--- config.mk ---
export PLATFORM = sky130hd
export DESIGN_NAME = led_sequencer
export DESIGN_NICKNAME = d
export VERILOG_FILES = /design/src/rtl/led_seq_pkg.sv /design/src/rtl/led_prescaler.sv /design/src/rtl/led_sequencer.sv
export SDC_FILE = /design/constraint.sdc
export NUM_CORES = 1
export LEC_CHECK = 0
export BUFFER_PORTS_ARGS = -buffer_cell sky130_fd_sc_hd__buf_2
export CORE_ASPECT_RATIO = 1.25
export CORE_MARGIN = 10
export CORE_UTILIZATION = 35
export DETAILED_ROUTE_END_ITERATION = 10
export PLACE_DENSITY_LB_ADDON = 0.05
export SYNTH_ARGS = -nofsm -noshare
export SYNTH_HDL_FRONTEND = slang
export SYNTH_SLANG_ARGS = --single-unit
--- constraint.sdc ---
create_clock -name clk -period 1.7 [get_ports clk]
set_input_delay 0.17 -clock clk [delete_from_list [all_inputs] [get_ports clk]]
set_output_delay 0.17 -clock clk [all_outputs]
set_load 0.01 [all_outputs]
--- src/rtl/led_seq_pkg.sv ---
// Shared mode encoding and per-mode seed values for the LED sequencer.
package led_seq_pkg;

    typedef enum logic [1:0] {
        MODE_COUNT = 2'd0,
        MODE_SHIFT = 2'd1,
        MODE_SCAN  = 2'd2,
        MODE_FILL  = 2'd3
    } mode_t;

    // Seeds are either all-zero or a single lit bit0, so one bit describes each.
    localparam logic SEED_COUNT = 1'b0;
    localparam logic SEED_SHIFT = 1'b1;
    localparam logic SEED_SCAN  = 1'b1;
    localparam logic SEED_FILL  = 1'b0;

    function automatic logic seed_lsb(input mode_t m);
        logic s;
        unique case (m)
            MODE_COUNT: s = SEED_COUNT;
            MODE_SHIFT: s = SEED_SHIFT;
            MODE_SCAN:  s = SEED_SCAN;
            MODE_FILL:  s = SEED_FILL;
        endcase
        return s;
    endfunction

endpackage

--- src/rtl/led_prescaler.sv ---
// Step-tick prescaler: counts 0..PRESCALE-1 while running, tick on wrap.
module led_prescaler #(
    parameter int PRESCALE = 1048576
) (
    input  logic clk,
    input  logic rst,
    input  logic run,
    input  logic clr,
    output logic tick
);

    localparam int CW = (PRESCALE > 1) ? $clog2(PRESCALE) : 1;
    localparam logic [CW-1:0] LAST = CW'(PRESCALE - 1);

    logic [CW-1:0] cnt_q, cnt_d;

    assign tick = run && (cnt_q == LAST);

    always_comb begin
        cnt_d = cnt_q;
        if (clr || tick) begin
            cnt_d = '0;
        end else if (run) begin
            cnt_d = cnt_q + CW'(1);
        end
    end

    always_ff @(posedge clk or posedge rst) begin
        if (rst) begin
            cnt_q <= '0;
        end else begin
            cnt_q <= cnt_d;
        end
    end

endmodule

--- src/rtl/led_sequencer.sv ---
// LED pattern sequencer: COUNT/SHIFT/SCAN/FILL modes, button-cycled mode.
// Define DEBOUNCE_EN to insert a debouncer (DEBOUNCE_CYC) on the button.
module led_sequencer
    import led_seq_pkg::*;
#(
    parameter int LED_W    = 6,
    parameter int PRESCALE = 1048576
`ifdef DEBOUNCE_EN
    ,
    parameter int DEBOUNCE_CYC = 270000
`endif
) (
    input  logic             clk,
    input  logic             rst,
    input  logic             run,
    input  logic             dir,
    input  logic             mode_btn,
    output logic [LED_W-1:0] led,
    output logic [1:0]       mode,
    output logic             step
);

    localparam logic [LED_W-1:0] ONE = LED_W'(1);
    localparam logic [LED_W-1:0] MSB = ONE << (LED_W - 1);

    logic sync1_q, sync2_q, prev_q;
    logic btn_lvl, mode_adv, tick;

    always_ff @(posedge clk or posedge rst) begin
        if (rst) begin
            sync1_q <= 1'b0;
            sync2_q <= 1'b0;
            prev_q  <= 1'b0;
        end else begin
            sync1_q <= mode_btn;
            sync2_q <= sync1_q;
            prev_q  <= btn_lvl;
        end
    end

`ifdef DEBOUNCE_EN
    localparam int DW = $clog2(DEBOUNCE_CYC + 1);

    logic [DW-1:0] deb_cnt_q, deb_cnt_d;
    logic          deb_q, deb_d;

    // Any cycle where the input agrees with the held level restarts the count.
    always_comb begin
        deb_cnt_d = '0;
        deb_d     = deb_q;
        if (sync2_q != deb_q) begin
            if (deb_cnt_q == DW'(DEBOUNCE_CYC - 1)) begin
                deb_d = sync2_q;
            end else begin
                deb_cnt_d = deb_cnt_q + DW'(1);
            end
        end
    end

    always_ff @(posedge clk or posedge rst) begin
        if (rst) begin
            deb_cnt_q <= '0;
            deb_q     <= 1'b0;
        end else begin
            deb_cnt_q <= deb_cnt_d;
            deb_q     <= deb_d;
        end
    end

    assign btn_lvl = deb_q;
`else
    assign btn_lvl = sync2_q;
`endif

    assign mode_adv = btn_lvl & ~prev_q;

    led_prescaler #(
        .PRESCALE(PRESCALE)
    ) u_prescaler (
        .clk (clk),
        .rst (rst),
        .run (run),
        .clr (mode_adv),
        .tick(tick)
    );

    mode_t            mode_q, mode_d;
    logic [LED_W-1:0] led_q, led_d;
    logic [LED_W-1:0] shl, shr, rol, ror;
    logic             step_q, step_d;
    logic             up_q, up_d;

    assign shl = led_q << 1;
    assign shr = led_q >> 1;
    assign rol = shl | (led_q >> (LED_W - 1));
    assign ror = shr | (led_q << (LED_W - 1));

    always_comb begin
        mode_d = mode_q;
        led_d  = led_q;
        up_d   = up_q;
        step_d = 1'b0;
        if (mode_adv) begin
            mode_d = mode_t'(mode_q + 2'd1);
            led_d  = LED_W'(seed_lsb(mode_d));
            up_d   = 1'b1;
        end else if (tick) begin
            step_d = 1'b1;
            unique case (mode_q)
                MODE_COUNT: led_d = dir ? led_q + ONE : led_q - ONE;
                MODE_SHIFT: led_d = dir ? rol : ror;
                MODE_SCAN: begin
                    // Bounce reverses on the same step it hits an end bit.
                    if (LED_W == 1) begin
                        led_d = ONE;
                    end else if (up_q) begin
                        up_d  = ~led_q[LED_W-1];
                        led_d = led_q[LED_W-1] ? shr : shl;
                    end else begin
                        up_d  = led_q[0];
                        led_d = led_q[0] ? shl : shr;
                    end
                end
                MODE_FILL: begin
                    if (&led_q) begin
                        led_d = '0;
                    end else begin
                        led_d = dir ? (shl | ONE) : (shr | MSB);
                    end
                end
            endcase
        end
    end

    always_ff @(posedge clk or posedge rst) begin
        if (rst) begin
            mode_q <= MODE_COUNT;
            led_q  <= '0;
            step_q <= 1'b0;
            up_q   <= 1'b1;
        end else begin
            mode_q <= mode_d;
            led_q  <= led_d;
            step_q <= step_d;
            up_q   <= up_d;
        end
    end

    assign led  = led_q;
    assign mode = mode_q;
    assign step = step_q;

endmodule
Word-level counts from Yosys, hierarchy flattened
Cells that the tools add are included.
{"block": "classes", "n_reduce_logical": 11, "n_bitwise": 5, "eq_ne": 7, "n_mux": 19, "add_sub_neg": 4}
{"cell": "6-bit two-way mux", "count": 9}
{"cell": "20-bit two-way mux", "count": 2}
{"cell": "6-bit case mux with 4 select lines", "count": 1}
{"cell": "20-bit by 1-bit adder with 20-bit output (second input constant)", "count": 1}
{"cell": "20-bit == test (second input constant)", "count": 1}
{"cell": "2-bit == test (second input constant)", "count": 4}
{"cell": "6-bit by 1-bit adder with 6-bit output (second input constant)", "count": 1}
{"cell": "1-bit two-way mux", "count": 6}
{"cell": "5-bit by 6-bit bitwise OR with 6-bit output", "count": 1}
{"cell": "6-bit by 1-bit bitwise OR with 6-bit output", "count": 1}
{"cell": "6-bit AND reduction", "count": 1}
{"cell": "2-bit nonzero test", "count": 3}
{"cell": "6-bit by 1-bit subtractor with 6-bit output (second input constant)", "count": 1}
{"cell": "2-bit by 1-bit == test with 1-bit output (second input constant)", "count": 2}
{"cell": "2-bit logical NOT", "count": 2}
{"cell": "2-bit OR reduction", "count": 2}
{"cell": "2-bit by 1-bit adder with 2-bit output (second input constant)", "count": 1}
{"cell": "1-bit NOT", "count": 2}
{"cell": "1-bit case mux with 2 select lines", "count": 1}
{"cell": "2-bit AND reduction", "count": 1}
{"cell": "1-bit bitwise AND", "count": 1}
{"cell": "1-bit logical AND", "count": 1}
{"cell": "1-bit logical OR", "count": 1}
{"block": "totals", "register_bits": 33, "output_inout_bits": 9}

Logic depth before layout (Yosys ltp)
Gate-level depths: netlist (run 1).
{"block": "depth", "depth_word": 5, "ltp_mapped": 8, "ltp_nobuf": 7}

Modules after synthesis
Synthesis (run 1) repeated with hierarchy kept, for this count alone.
{"block": "hier_totals", "cells_unflattened": 256, "hier_area_um2": 2247.2}
{"mod": "led_sequencer", "area_each_um2": 1127.3, "cells_each": 136, "instances": 1}
{"mod": "led_prescaler", "area_each_um2": 1119.8, "cells_each": 120, "instances": 1}

Worst setup path before layout (run 1)
No wires, ideal clock.
{"block": "synth_timing", "kind": "reg-to-reg", "startpoint": "reg led_q[0], in the netlist led[0]", "endpoint": "reg led_q[4], in the netlist led[4]", "path_slack_ns": -0.221, "setup_ns": 0.139, "path_stages_with_launch": 9, "arrival_ns": 1.782, "t_required_ns": 1.561, "path_buffers": 1, "path_cell_list": "dfrtp_1 > buf_2 > inv_1 > fa_1 > nor2b_1 > o21ai_0 > and4_1 > nor4_1 > a211oi_1"}
{"block": "synth_between", "elab_chain_cells": 5}
{"item": "start, declared", "line_no": "led_sequencer.sv:88", "rtl": "logic [LED_W-1:0] led_q, led_d;"}
{"item": "start signal, assigned", "line_no": "led_sequencer.sv:143", "rtl": "led_q <= led_d;"}
{"item": "6-bit by 1-bit subtractor with 6-bit output, or another cell as far along", "line_no": "led_sequencer.sv:110", "rtl": "MODE_COUNT: led_d = dir ? led_q + ONE : led_q - ONE;"}
{"item": "6-bit two-way mux (on tied branches)", "line_no": "led_sequencer.sv:110, led_sequencer.sv:116, led_sequencer.sv:125"}
{"item": "6-bit case mux with 4 select lines (*)", "line_no": "led_sequencer.sv:109", "rtl": "unique case (mode_q)"}
{"item": "6-bit two-way mux (*)", "line_no": "led_sequencer.sv:107", "rtl": "end else if (tick) begin"}
{"item": "6-bit two-way mux (*)", "line_no": "led_sequencer.sv:103", "rtl": "if (mode_adv) begin"}
Mark *: on every way between the ends. The rest lies on a longest branch, timed or not. The select of a mux whose other input is x is not followed.
A chain may end at the register's enable or synchronous reset.

Worst setup path after layout (run 1)
{"block": "layout_timing", "startpoint": "reg u_prescaler.cnt_q[12]", "endpoint": "reg u_prescaler.cnt_q[6]"}
{"block": "layout_between", "elab_chain_cells": 4}
{"item": "start, declared", "line_no": "led_prescaler.sv:15", "rtl": "logic [CW-1:0] cnt_q, cnt_d;"}
{"item": "start signal, assigned", "line_no": "led_prescaler.sv:32", "rtl": "cnt_q <= cnt_d;"}
{"item": "20-bit == test (*)", "line_no": "led_prescaler.sv:17", "rtl": "assign tick = run && (cnt_q == LAST);"}
{"item": "1-bit logical AND (*)", "line_no": "led_prescaler.sv:17"}
{"item": "1-bit logical OR (*)", "line_no": "led_prescaler.sv:21", "rtl": "if (clr || tick) begin"}
{"item": "20-bit two-way mux or 2-bit nonzero test (tied branches)"}
Mark *: on every way between the ends. The rest lies on a longest branch, timed or not.

==> run summary, run 1 <==
Outcome: finished with violations
Failing checks: setup timing
# DRC: 0
Clock H-tree levels: 2
Fmax: 578.7 MHz
Area growth from synthesis to layout: 37.76%
CTS tree: done
Die Width: 90.06 um
Post-synth net total: 244
VDD IR-drop max: 0.5021 mV
Vias: 1840
GRT Total Usage: 11.29%
Clock Latency Late Sink: 0.28 ns
First-pass GRT wire length: 9011 um
Clk buf depth: 2
Critical Path Max Stage Delay: 0.42 ns
Synth cell types: 49
Final worst path period need: 1.728 ns
Syn_area_per_cell: 9.458 um2
GRT Residual Overflow: 0
Initial DRC count: 35
Vias per cell: 4.973
Synth Warn #: 0
Ant diodes: 0
Worst endpoint data arrival time: 1.90 ns
CTS clk-pin slew, worst paths: 0.07 ns
Cells after synthesis: 227
Core Util, Final: 50.17%
Post-synth EDFFs: 0
DIE HEIGHT: 107.6 um
Async set-reset flop share out of synthesis: 100.0%
I/O pin cnt: 14
Final hold vios: 0
Clk Tree Root Cell: clkbuf_8
RSZ-0062 raised after global routing: yes
PortBufs: 13
Placer congestion estimate: 0.8524
Initial Utilization: 36.42%
Dpl hpwl: 4015 um
WHS: 0.2898 ns
Critical Path End Type: register
Sequential area share after synthesis: 38.52%
Final worst slack: -0.02807 ns
Share of layout cells above drive strength 1: 38.54%
Largest net degree at the start of global routing: 20
Main flop type after synthesis: dfrtp_1
Core Region: 0.005896 mm2
Startpoint types: register
Sink Count: 33
Drt total wl: 5652 um
Max Fanout on Critical Path: 8
Worst setup path class: register to register
Final Power: 2.467 mW
FP Rows: 31
#FFs+latches synth: 33
Synth Cell Area: 0.002147 mm2
Setup-failing EPs final: 15
Fin Setup TNS: -0.2235 ns
Max-slew headroom: 77.01%
Max-Cap Viols: 0
Average wire per standard cell: 15.28 um
Crit-path slowest cell: dfrtp_1
Static leakage: 1.318 nW
Tcrit/Tclk final: 101.7%
DRT antenna net count: 0
Initial antenna violation count: 0
Worst EP required: 1.87 ns
Cell area power density: 834.2 mW/mm2
Die ar.: 0.009687 mm2
Drt first pass iters: 4
Cell Chain, Critical Path: nand4_1 > nor4_4 > and3_4 > or2_4 > clkbuf_16 > nor2_1
Final Slew Violations: 0
Fin nets: 304
Num CTS Buffers: 5
Vias in the first global route: 1824
Slew @ Worst Pin: 0.3429 ns
Setup Skew: 0.007147 ns
Worst slack, placed: -0.02923 ns
HP Class: primary input to register
-- through the flow --
stage / instances / instance area (um2)
4_1_cts: 360 / 2670
5_1_grt: 370 / 2958
6_report: 370 / 2958
3_5_place_dp: 350 / 2567
3_3_place_gp: 350 / 2567
2_1_floorplan: 227 / 2181
-- path summary, 6_finish.rpt --
check / from / end / slack, ns / cells after the start
worst max-delay path: u_prescaler.cnt_q[12] / u_prescaler.cnt_q[6] / -0.03 / 6
worst min register to register: sync1_q / btn_lvl / 0.35 / 0
worst max register to register: u_prescaler.cnt_q[12] / u_prescaler.cnt_q[6] / -0.03 / 6
worst min-delay path: run / u_prescaler.cnt_q[2] / 0.29 / 4
max in group asynchronous: rst / up_q / 0.95 / 4
min in group asynchronous: rst / u_prescaler.cnt_q[4] / 0.45 / 4
-- registers in the layout, summed over array words and instances (netlist names) --
register / flops
btn_lvl: 1
step: 1
prev_q: 1
led: 6
u_prescaler.cnt_q: 20
up_q: 1
sync1_q: 1
mode: 2
-- critical path, delay by kind of cell (launching register included) --
family	cells	cell delay [ns]
and+or+nand+nor	5	1.03
DFF	1	0.42
buffers and inverters	1	0.17
-- cells in the mapped netlist, drive strengths merged (3+ instances only) --
cell,count,share of area [%]
nand3,11,2.6
xor2,14,5.7
xnor2,7,2.9
dfrtp,32,37
mux2i,8,3.7
o31ai,3,1.3
a21oi,8,1.9
nor4,3,1.9
and3,6,2.0
and4,4,1.6
ha,11,6.4
nand2b,5,1.5
clkbuf,3,0.52
nor2,26,4.5
o21ai,9,2.1
inv,11,1.9
a31oi,3,0.87
nor2b,5,1.5
buf,7,2.7
nand4,8,2.6
a211oi,5,1.7
nand2,14,2.4
-- per-layer routing --
metal | up-vias | wire length, um | GRT usage, %
met5 | - | 0 | 0
met4 | 0 | 74 | 3.645
met3 | 4 | 156 | 2.442
met2 | 22 | 2997 | 20.58
met1 | 890 | 2424 | 12.82
li1 | 924 | - | -
-- cell families after synthesis --
logic type                 synth area share [%]
AOI/OAI and AO/OA                         12.88
xor gates and xnor gates                  8.567
adders and majority gates                 7.343
buffers and inverters                     5.187
DFF                                       38.52
muxes                                     4.254
and+or+nand+nor                           23.25
-- cells in the final DEF, fill, tap and decap left out, drive strengths merged, types with 2 or more instances in the layout --
master / instances
a211oi: 5
a21oi: 8
a31oi: 3
and2: 2
and3: 6
and4: 4
buf: 60
clkbuf: 9
dfrtp: 32
dlygate4sd3: 2
ha: 11
inv: 11
mux2i: 8
nand2: 14
nand2b: 5
nand3: 11
nand4: 8
nor2: 26
nor2b: 5
nor3: 2
nor4: 3
o211a: 2
o21a: 2
o21ai: 9
o311ai: 2
o31ai: 3
or2: 2
xnor2: 7
xor2: 14
-- power by group --
part           leakage, nW  internal [mW]  switching (mW)  total (mW)
clock network       0.0395          0.291           0.282       0.573
logic                0.842          0.476           0.503       0.978
registers            0.437          0.854          0.0624       0.916
total                 1.32           1.62           0.847        2.47
-- cell type report --
cell class | instances | area (um2)
Sequential cell | 33 | 829.5
Clock buffer | 8 | 80.08
Multi-Input combinational cell | 173 | 1420
Fill cell | 593 | 2938
Tap cell | 82 | 102.6
Inverter | 11 | 46.29
Timing Repair Buffer | 63 | 479.2
-- what timing repair did --
action / CTS / global route
endpoints found under the hold margin: 33 / 0
resized for setup: 1 / 47
setup buffers: 0 / 8
cloned: 0 / 2
hold buffers: 2 / 0
pin swaps: 2 / 21
setup endpoints to repair: 2 / 24
Power figures use the tool's default switching activity.
==> run 2: changes to the inputs <==
- CTS_BUF_LIST: not set -> sky130_fd_sc_hd__clkbuf_4
==> run 2 against run 1 <==
The flow still finishes with violations (setup timing). Clock power down 15%. Die area did not move. Total power down 3.5%. Combinational power is essentially flat. Sequential power about the same. First-iteration DRC count increased by 51%. Critical path type unchanged. Critical endpoint is now u_prescaler.cnt_q[7]. Largest cell class unchanged.
==> run summary, run 2 (synthesized netlist as in run 1, its figures left out) <==
Outcome: finished with violations
Failing checks: setup timing
Drt first pass iters: 4
Hold Crit Start: run
GRT Residual Overflow: 0
Vias: 1892
Drt total wl: 5770 um
CTS clk-pin slew, worst paths: 0.11 ns
Die ar.: 0.009687 mm2
Max Fanout on Critical Path: 8
Die Width: 90.06 um
Max-slew headroom: 77.00%
Initial antenna violation count: 0
Initial DRC count: 53
Slew @ Worst Pin: 0.3429 ns
Setup-failing EPs final: 16
Ant diodes: 0
Fmax: 571.2 MHz
Core Region: 0.005896 mm2
Setup Skew: 0.01476 ns
Static leakage: 1.337 nW
Initial Utilization: 36.42%
Placed cell area: 0.002567 mm2
Worst slack, placed: -0.02923 ns
Final Slew Violations: 0
Worst Hold End: u_prescaler.cnt_q[2]
Worst path buffer plus inverter count: 1
Average wire per standard cell: 15.39 um
RSZ-0062 raised after global routing: yes
Final worst slack: -0.05058 ns
Cell area power density: 787.7 mW/mm2
Area of the multi-input gates: 0.001469 mm2
Final worst path period need: 1.751 ns
Worst setup path class: register to register
Vias per cell: 5.045
GR Util met2: 20.53%
Met3 usage: 2.652%
Critical path's top delay family: simple AND/OR/NAND/NOR gates
Largest net degree at the start of global routing: 20
Placer congestion estimate: 0.8524
Final hold vios: 0
I/O pin cnt: 14
Flop2flop setup slack: -0.05 ns
Critical R2R Capture: u_prescaler.cnt_q[7]
DRT antenna net count: 0
Most Used Layer, Global Route: met2
DIE HEIGHT: 107.6 um
Fin nets: 309
Hold path cells: 4
Register area: 829.5 um2
Cell Chain, Critical Path: nand4_1 > nor4_4 > and3_4 > or2_4 > clkbuf_16 > a21oi_2
Startpoint types: register
Dpl hpwl: 4015 um
Share of layout cells above drive strength 1: 43.00%
Clk buf depth: 2
Commonest non-fill, non-tap cell in the layout: buf_4
Core Util, Final: 51.25%
PortBufs: 13
Critical Path Max Stage Delay: 0.43 ns
Sink Count: 33
Clock H-tree levels: 2
Clk Tree Root Cell: clkbuf_4
Fin area: 0.003022 mm2
Vias in the first global route: 1825
Tcrit/Tclk final: 103.0%
Max-Cap Viols: 0
Highest-count cells in the layout ignoring fill and taps: 49 x buf_4, 30 x dfrtp_1, 14 x nand2_1, 14 x nor2_4, 14 x buf_2
Worst EP required: 1.92 ns
Fillers: 586
Area growth from synthesis to layout: 40.73%
R2R cell count: 6
Worst endpoint data arrival time: 1.97 ns
Worst r2r src: u_prescaler.cnt_q[12]
Critical Path End Type: register
Met1 Track Usage GR: 12.90%
HP Class: primary input to register
Max reg flops: 20
# DRC: 0
Num CTS Buffers: 5
GRT Total Usage: 11.39%
Clock Latency Late Sink: 0.34 ns
CTS tree: done
Crit-path slowest cell: dfrtp_1
Fin Setup TNS: -0.4954 ns
FP Rows: 31
Reg with most FFs: u_prescaler.cnt_q
VDD IR-drop max: 0.5008 mV
First-pass GRT wire length: 9045 um
[run 2: cell count changes in the layout (fill, tap and decap cells not counted), sizes merged]
cell	previous run	this run
buf	60	65
[run 2: power by group]
group | switching [mW] | internal (mW)
Combinational | 0.504 | 0.476
Clock | 0.272 | 0.213
Sequential | 0.0627 | 0.853
[run 2: stage by stage]
step | power, mW | cells | hold slack [ns]
after global routing | 2.584 | 375 | 0.2419
after global placement | 1.846 | 350 | 0.1971
after floorplan | 1.493 | 227 | 0.2014
after CTS | 2.355 | 360 | 0.1632
after detailed placement | 1.850 | 350 | 0.1974
final | 2.380 | 375 | 0.2232
[run 2: worst reg2reg max path, delay by kind of cell, from the launching register on]
kind                   cells  cell delay, ns
buffers and inverters      1            0.19
AOI/OAI and AO/OA          1            0.04
DFF                        1            0.43
and+or+nand+nor            4            0.98
[run 2: how the worst max path moves through the flow]
stage                                      from                    to  slack [ns]  cells past startpoint
after floorplan                          led[0]                led[4]       -0.06                      8
after global placement                   led[0]                led[4]      -0.007                      7
after detailed placement                 led[0]                led[4]       -0.03                      7
after CTS                                led[0]                led[4]      -0.005                      7
after global routing      u_prescaler.cnt_q[11]  u_prescaler.cnt_q[7]       -0.13                      6
final                     u_prescaler.cnt_q[12]  u_prescaler.cnt_q[7]       -0.05                      6
[run 2: metal layers]
layer	routed length [um]	vias to the layer above
met5	0	-
met4	119	0
met3	184	9
met2	3100	30
met1	2366	919
li1	-	934
[run 2: timing repair]
item                                   CTS  global route
setup endpoints to repair                2            24
pin swaps                                2            26
setup buffers                            0            14
endpoints found under the hold margin   33             0
gates cloned                             0             2
gates resized for setup                  1            57
hold buffers                             2             0
[run 2: area by class of cell]
class,instances,share of cell area (%)
tap,82,3.395
sequential,33,27.45
clock buffer,8,1.988
multi-input combinational,173,48.61
timing repair buffer,68,17.02
inverter,11,1.532
==> run 3: changes to the inputs <==
- BUFFER_PORTS_ARGS: -buffer_cell sky130_fd_sc_hd__buf_2 -> -buffer_cell sky130_fd_sc_hd__clkbuf_2
- CELL_PAD_IN_SITES_DETAIL_PLACEMENT: not set -> 0
- CELL_PAD_IN_SITES_GLOBAL_PLACEMENT: not set -> 1
==> run 3 against run 2 <==
Register-to-register slack hardly changed. Via count shrank 2.0%. Total power is 3.1% lower. Design area fell by 6.9%. The run still ends with setup timing left. Flip-flop and latch count did not move. Critical path type unchanged. Combinational power shrank 2.8%. Final cell count is 1.3% lower. Clock skew decreased by 0.0079 ns. Core utilization decreased by 3.5 points. Maximum frequency rose by 0.15%. Non-clock buffer count down 4. Count of clock-buffer cells in the layout fell by 2.
==> run summary, run 3 (synthesized netlist as in run 1, its figures left out) <==
Slew @ Worst Pin: 0.4419 ns
Die ar.: 0.009687 mm2
Static leakage: 1.301 nW
Largest net degree at the start of global routing: 34
Max-slew headroom: 70.54%
Setup Skew: 0.006894 ns
Fin Setup TNS: -0.06582 ns
I/O pin cnt: 14
Worst EP required: 1.93 ns
WHS: 0.2036 ns
Failing checks: setup timing
Average wire per standard cell: 15.62 um
Sink Count: 33
Initial Utilization: 36.42%
Clock H-tree levels: 2
Drt total wl: 5778 um
Max-Cap Viols: 0
PortBufs: 13
Area growth from synthesis to layout: 31.06%
Core Util, Final: 47.73%
Startpoint types: register
VDD IR-drop max: 0.4259 mV
Initial antenna violation count: 0
Clk buf depth: 2
Psw: 0.8258 mW
Die Width: 90.06 um
Final Slew Violations: 0
Share of layout cells above drive strength 1: 34.38%
Final worst path period need: 1.748 ns
Num CTS Buffers: 5
FP Rows: 31
Drt first pass iters: 4
CTS clk-pin slew, worst paths: 0.10 ns
Ant diodes: 0
CTS tree: done
Worst slack, placed: -0.06827 ns
Tcrit/Tclk final: 102.8%
Clock Latency Late Sink: 0.32 ns
Combinational power share: 41.3%
Worst setup path class: register to register
Outcome: finished with violations
Reg with most FFs: u_prescaler.cnt_q
Core Region: 0.005896 mm2
Final worst slack: -0.04789 ns
First-pass GRT wire length: 9570 um
Sequential share of power: 40.0%
Cell area power density: 819.5 mW/mm2
DIE HEIGHT: 107.6 um
HP Class: primary input to register
Most Used Layer, Global Route: met2
Max Fanout on Critical Path: 3
Met3 usage: 1.954%
Commonest non-fill, non-tap cell in the layout: buf_4
Fin nets: 305
GR Util met2: 23.44%
Switching Share: 35.81%
GRT Total Usage: 12.03%
Placer congestion estimate: 0.8736
Final hold vios: 0
DRT antenna net count: 0
Max reg flops: 20
# DRC: 0
Highest-count cells in the layout ignoring fill and taps: 45 x buf_4, 30 x dfrtp_1, 24 x nor2_1, 14 x nand2_1, 14 x xor2_1
Fmax: 572.1 MHz
Critical Path End Type: register
Vias per cell: 5.014
Worst endpoint data arrival time: 1.97 ns
GRT Residual Overflow: 0
Met1 Track Usage GR: 12.34%
Vias in the first global route: 1973
Setup-failing EPs final: 2
Final Power: 2.306 mW
Clk Tree Root Cell: clkbuf_4
Clk network pwr share: 18.7%
Initial DRC count: 40
RSZ-0062 raised after global routing: yes
Vias: 1855
Internal: 1.480 mW
Dpl hpwl: 4386 um
run 3: cell types whose count changed in the layout (fill, tap and decap cells not counted), sizes merged:
cell	change
clkinv	+1
clkbuf	+10
buf	-16
run 3: through the flow:
step,std cells,area [um2]
floorplan,227,2181
global placement,348,2540
detailed placement,348,2540
CTS,361,2703
global route,370,2814
finish,370,2814
run 3: power groups by stage:
stage / clock, mW / sequential (mW) / combinational, mW
after global routing: 0.493 / 0.934 / 1.06
final: 0.430 / 0.922 / 0.953
after CTS: 0.452 / 0.918 / 0.939
after detailed placement: 0 / 0.934 / 0.899
after floorplan: 0 / 0.946 / 0.547
after global placement: 0 / 0.929 / 0.877
run 3: critical path: stages (launching register included):
cell      delay, ns
dfrtp_2        0.41
inv_4          0.06
ha_4           0.26
nor2b_2        0.04
o31a_1         0.27
o31ai_2        0.20
o311ai_1       0.13
o32ai_1        0.29
run 3: per-layer routing:
layer / vias up / part of all wire (%) / routed length (um)
met5: - / 0 / 0
met4: 0 / 2.5 / 142
met3: 6 / 1.8 / 106
met2: 23 / 55 / 3191
met1: 903 / 40 / 2337
li1: 923 / - / -
run 3: final cells by class:
cell class	count	area (um2)
fill	591	3082
multi-input combinational	173	1301
sequential	33	829.5
timing repair buffer	64	485.5
tap	82	102.6
inverter	11	46.29
clock buffer	6	45.04
clock inverter	1	3.754
run 3: path summary, 6_finish.rpt:
check	start	depth (start not counted)	to	slack, ns
min in group asynchronous	rst	4	u_prescaler.cnt_q[2]	0.46
hold reg to reg	sync1_q	0	btn_lvl	0.38
max in group asynchronous	rst	4	led[2]	0.90
setup / recovery	led[1]	7	led[5]	-0.05
setup reg to reg	led[1]	7	led[5]	-0.05
hold / removal	run	3	u_prescaler.cnt_q[0]	0.20
run 3: repair_timing:
| item | in CTS | in global routing |
|---|---|---|
| endpoints found under the hold margin | 33 | 0 |
| pin swaps | 4 | 12 |
| setup endpoints to repair | 5 | 23 |
| setup buffers | 4 | 9 |
| hold buffers | 2 | 0 |
| resized for setup | 8 | 13 |
